File: src/rtl/shift_register_universal.sv
// rtl/shift_register_universal.sv - universal shift/rotate register with load, clear and multi-cycle shifts
// One 1-bit step per SHIFT cycle; op and amount are captured at start so they cannot change mid-run.
module shift_register_universal #(
  parameter int WIDTH = 8,
  parameter int AMT_W = 4
) (
  input  logic             clock,
  input  logic             reset,
  input  logic             start,
  input  logic [2:0]       op,
  input  logic [AMT_W-1:0] amount,
  input  logic [WIDTH-1:0] d,
  input  logic             serial_in,
  output logic [WIDTH-1:0] q,
  output logic             busy,
  output logic             done,
  output logic             serial_out
);

  localparam logic [2:0] OP_LOAD  = 3'b000;
  localparam logic [2:0] OP_SHL   = 3'b001;
  localparam logic [2:0] OP_SHR   = 3'b010;
  localparam logic [2:0] OP_ASR   = 3'b011;
  localparam logic [2:0] OP_ROL   = 3'b100;
  localparam logic [2:0] OP_ROR   = 3'b101;
  localparam logic [2:0] OP_CLEAR = 3'b110;
  localparam logic [2:0] OP_NOP   = 3'b111;

  localparam logic [AMT_W-1:0] CNT_ZERO = '0;
  localparam logic [AMT_W-1:0] CNT_ONE  = {{(AMT_W-1){1'b0}}, 1'b1};

  typedef enum logic [1:0] {
    S_IDLE  = 2'd0,
    S_SHIFT = 2'd1,
    S_DONE  = 2'd2
  } state_t;

  state_t           state_q, state_d;
  logic [WIDTH-1:0] q_q, q_d;
  logic             so_q, so_d;
  logic [AMT_W-1:0] cnt_q, cnt_d;
  logic [2:0]       op_q, op_d;

  always_ff @(posedge clock) begin
    if (reset) begin
      state_q <= S_IDLE;
      q_q     <= '0;
      so_q    <= 1'b0;
      cnt_q   <= '0;
      op_q    <= OP_LOAD;
    end else begin
      state_q <= state_d;
      q_q     <= q_d;
      so_q    <= so_d;
      cnt_q   <= cnt_d;
      op_q    <= op_d;
    end
  end

  always_comb begin
    state_d = state_q;
    q_d     = q_q;
    so_d    = so_q;
    cnt_d   = cnt_q;
    op_d    = op_q;
    unique case (state_q)
      S_IDLE: begin
        if (start) begin
          unique case (op)
            OP_LOAD: begin
              q_d     = d;
              state_d = S_DONE;
            end
            OP_CLEAR: begin
              q_d     = '0;
              so_d    = 1'b0;
              state_d = S_DONE;
            end
            OP_NOP: state_d = S_DONE;
            default: begin
              op_d    = op;
              cnt_d   = amount;
              state_d = (amount == CNT_ZERO) ? S_DONE : S_SHIFT;
            end
          endcase
        end
      end
      S_SHIFT: begin
        // serial_in is taken live each step, unlike the latched op/amount
        unique case (op_q)
          OP_SHL: begin
            q_d  = {q_q[WIDTH-2:0], serial_in};
            so_d = q_q[WIDTH-1];
          end
          OP_SHR: begin
            q_d  = {serial_in, q_q[WIDTH-1:1]};
            so_d = q_q[0];
          end
          OP_ASR: begin
            q_d  = {q_q[WIDTH-1], q_q[WIDTH-1:1]};
            so_d = q_q[0];
          end
          OP_ROL: begin
            q_d  = {q_q[WIDTH-2:0], q_q[WIDTH-1]};
            so_d = q_q[WIDTH-1];
          end
          OP_ROR: begin
            q_d  = {q_q[0], q_q[WIDTH-1:1]};
            so_d = q_q[0];
          end
          default: ;
        endcase
        cnt_d = cnt_q - CNT_ONE;
        if (cnt_q == CNT_ONE) state_d = S_DONE;
      end
      S_DONE: state_d = S_IDLE;
      default: state_d = S_IDLE;
    endcase
  end

  assign q          = q_q;
  assign serial_out = so_q;
  assign busy       = (state_q == S_SHIFT);
  assign done       = (state_q == S_DONE);

endmodule

File: config.mk
export PLATFORM = sky130hd
export DESIGN_NAME = shift_register_universal
export DESIGN_NICKNAME = d
export VERILOG_FILES = /design/src/rtl/shift_register_universal.sv
export SDC_FILE = /design/constraint.sdc
export NUM_CORES = 1
export LEC_CHECK = 0
export CORE_AREA = 2 2 52 54
export CTS_CLUSTER_SIZE = 10
export DETAILED_ROUTE_END_ITERATION = 10
export DIE_AREA = 0 0 54 56
export GPL_ROUTABILITY_DRIVEN = 0
export PLACE_DENSITY = 0.81
export REMOVE_ABC_BUFFERS = 1
export SETUP_SLACK_MARGIN = 0.05
export SLEW_MARGIN = 10
export SYNTH_ARGS = -nofsm -noshare
export SYNTH_HDL_FRONTEND = slang
export SYNTH_SLANG_ARGS = --single-unit
File: constraint.sdc
create_clock -name clock -period 3.5 [get_ports clock]
set_input_delay 0.875 -clock clock [delete_from_list [all_inputs] [get_ports clock]]
set_output_delay 0.875 -clock clock [all_outputs]
set_load 0.1 [all_outputs]
==> results.yml <==
outcome:
  status: "completed"
power_and_ir_drop:
  combPwrFrac: 0.426
  p_per_area_nw_per_um2: 426
  power_switching_uw: 273
  pwr-share-clk: 0.166
  vdd_drop_max_uv: 281
  p_int_uw: 357
  p_leak_nw: 0.545
  p_seq_frac: 0.408
  swShare: 0.433
sta:
  period_needed_ns: 2.65
  timing.final.crit_share: 0.758
  hold_viol: 0
  rsz0062_at_grt: "false"
  relSlewSlack: 0.460
  fmax_mhz: 377
  skew_ns: 0.00274
  report.final.slew_viol_count: 0
  setup-violations-final: 0
  whs_ns: 0.494
  worst_pin_slew_ns: 0.808
  setup_tns_ns: 0
detailed_routing:
  wl_um: 3190
  vias_per_cell: 6.19
  dr.pass1.iters: 4
  vias: 1263
  drtIter0Drc: 50
  avgRoutedWirePerCell_um: 15.6
  drc: 0
  ant_nets: 0
clocking:
  cts_tree: "done"
  path_clk_slew_ns: 0.10
  clkLatencyLatePin_ns: 0.29
  ctsHoldBuffers: 0
  cts_setup_buffers: 0
  clockBufferDepth: 2
  cts_sinks: 18
  cts_buffers: 3
  cts-root-buf: "clkbuf_4"
  htree_levels: 1
  post_cts_resized: 0
logic_synthesis:
  synth-seq-cells: 18
  ys_types: 44
  synthArstFlopShare: 0
  synth_flop_cell: "dfxtp_1"
  synthCells: 152
  synth.avg_cell_area_um2: 8.08
  muxShareOfSynthArea: 0.0682
  syn_area_um2: 1230
  yosys.area.top_type: "dfxtp_1"
  ys_seq_area_frac: 0.293
  yosys-top-cells-area: "dfxtp_1, a21oi_1, nand3_1"
  synth_simple_gate_area_frac: 0.248
  synth_compound_gate_area_share: 0.289
  synth_warnings: 0
  synth_top_family_by_area: "compound AO/OA/AOI/OAI gates"
  yosys.area_share.xor_xnor: 0.00713
  synth-edff-count: 0
  synth_fa_ha_area_frac: 0.0204
  synth.top_cell.area_share: 0.293
global_route:
  antenna_found_initial: 0
  overflow: 0
  track_usage: 0.223
  grt_pass1_wl_um: 5200
  grt_max_degree: 22
  grt_pass1_vias: 1170
cells_and_area:
  utilization: 0.609
  syn2layout_area_growth_pct: 20.5
  fin_nets: 197
  ff_latch_area_um2: 360
  design_area_um2: 1480
  fillers: 222
  most-common-layout-cells: "dfxtp_1, clkdlybuf4s50_1, a21oi_1"
  drive_above_1_share: 0.132
  multi_input_area_um2: 778
  num_antenna_cells: 0
  fin_cells: 204
worst_setup_path:
  cp-end-kind: "primary output"
  critPathRequiredTime_ns: 2.62
  crit_fanout: 14
  path_class: "reg -> out"
  start_kind: "flip-flop"
  worstPathArrival_ns: 1.78
placement:
  placed_area_um2: 1460
  port_buffers: 29
  hpwl_um: 2330
  dpl.cell_count: 201
floorplan:
  fp-row-count: 18
  die_x_um: 54
  io_pins: 30
  die_y_um: 56
  dieArea_um2: 3020
  core-area_um2: 2430
  start_util: 0.505
run:
  drv_cap: 0
worst_hold_path:
  min_path_type: "reg -> reg"
## worst paths after layout
path              startpoint         end  slack [ns]  cells after the start
setup / recovery  state_q[0]        busy        0.85                      3
hold reg to reg   serial_out  serial_out        0.49                      2
setup reg to reg  state_q[0]        q[5]        1.38                      5
hold / removal    serial_out  serial_out        0.49                      2
## kinds of logic after synthesis
group                      after synthesis
AOI/OAI and AO/OA                       52
xor gates and xnor gates                 1
adders and majority gates                2
buffers and inverters                   15
DFF                                     18
muxes                                    8
and+or+nand+nor                         56
## cell usage after synthesis (2+ instances only)
master    number
a31oi_1        2
o32ai_1        2
nand2b_1       3
nand2_1       12
mux2i_1        5
buf_6          3
or3_1          2
nor2b_1        3
ha_1           2
a21oi_1       15
buf_4          2
a311oi_1       6
mux2_2         3
o21ai_0        9
buf_2          3
a32oi_1        2
clkbuf_1       2
nand3_1       11
nor2_1        11
a221oi_1       2
a21o_1         7
inv_1          4
dfxtp_1       18
o31ai_1        2
nand3b_1       2
## area by class of cell
cell class / instances / share of cell area
clock buffers: 3 / 0.0152
inverters: 5 / 0.0127
multi-input cells: 119 / 0.526
flip-flops and latches: 18 / 0.243
well taps: 30 / 0.0254
repair buffers: 29 / 0.178
## through the flow
step	total power, mW	worst slack (ns)
after global routing	0.667	0.756
after global placement	0.522	1.02
after detailed placement	0.529	0.946
final	0.630	0.845
after floorplan	0.451	0.903
after CTS	0.630	0.858
## worst max-delay path, stage by stage (launching register included)
cell and delay, ns:
dfxtp_1 0.55, or2b_4 0.40, clkinv_1 0.20, buf_4 0.33
## power by group through the flow
stage / Clock (mW) / Combinational (mW) / Sequential, mW
finish: 0.105 / 0.268 / 0.257
global route: 0.117 / 0.288 / 0.262
CTS: 0.105 / 0.269 / 0.257
detailed placement: 0 / 0.268 / 0.261
global placement: 0 / 0.262 / 0.260
floorplan: 0 / 0.125 / 0.325
## state kept, by name, indices dropped and copies added (netlist names)
name	flops
cnt_q	4
op_q	3
q	8
serial_out	1
state_q	2
## layer usage
| layer | part of all wire | up-vias | GRT usage |
|---|---|---|---|
| li1 | - | 618 | - |
| met1 | 0.41 | 576 | 0.285 |
| met2 | 0.50 | 65 | 0.382 |
| met3 | 0.078 | 4 | 0.0269 |
| met4 | 0.0066 | 0 | 0.0643 |
| met5 | 0 | - | 0 |
(Power assumes the default switching activity.)
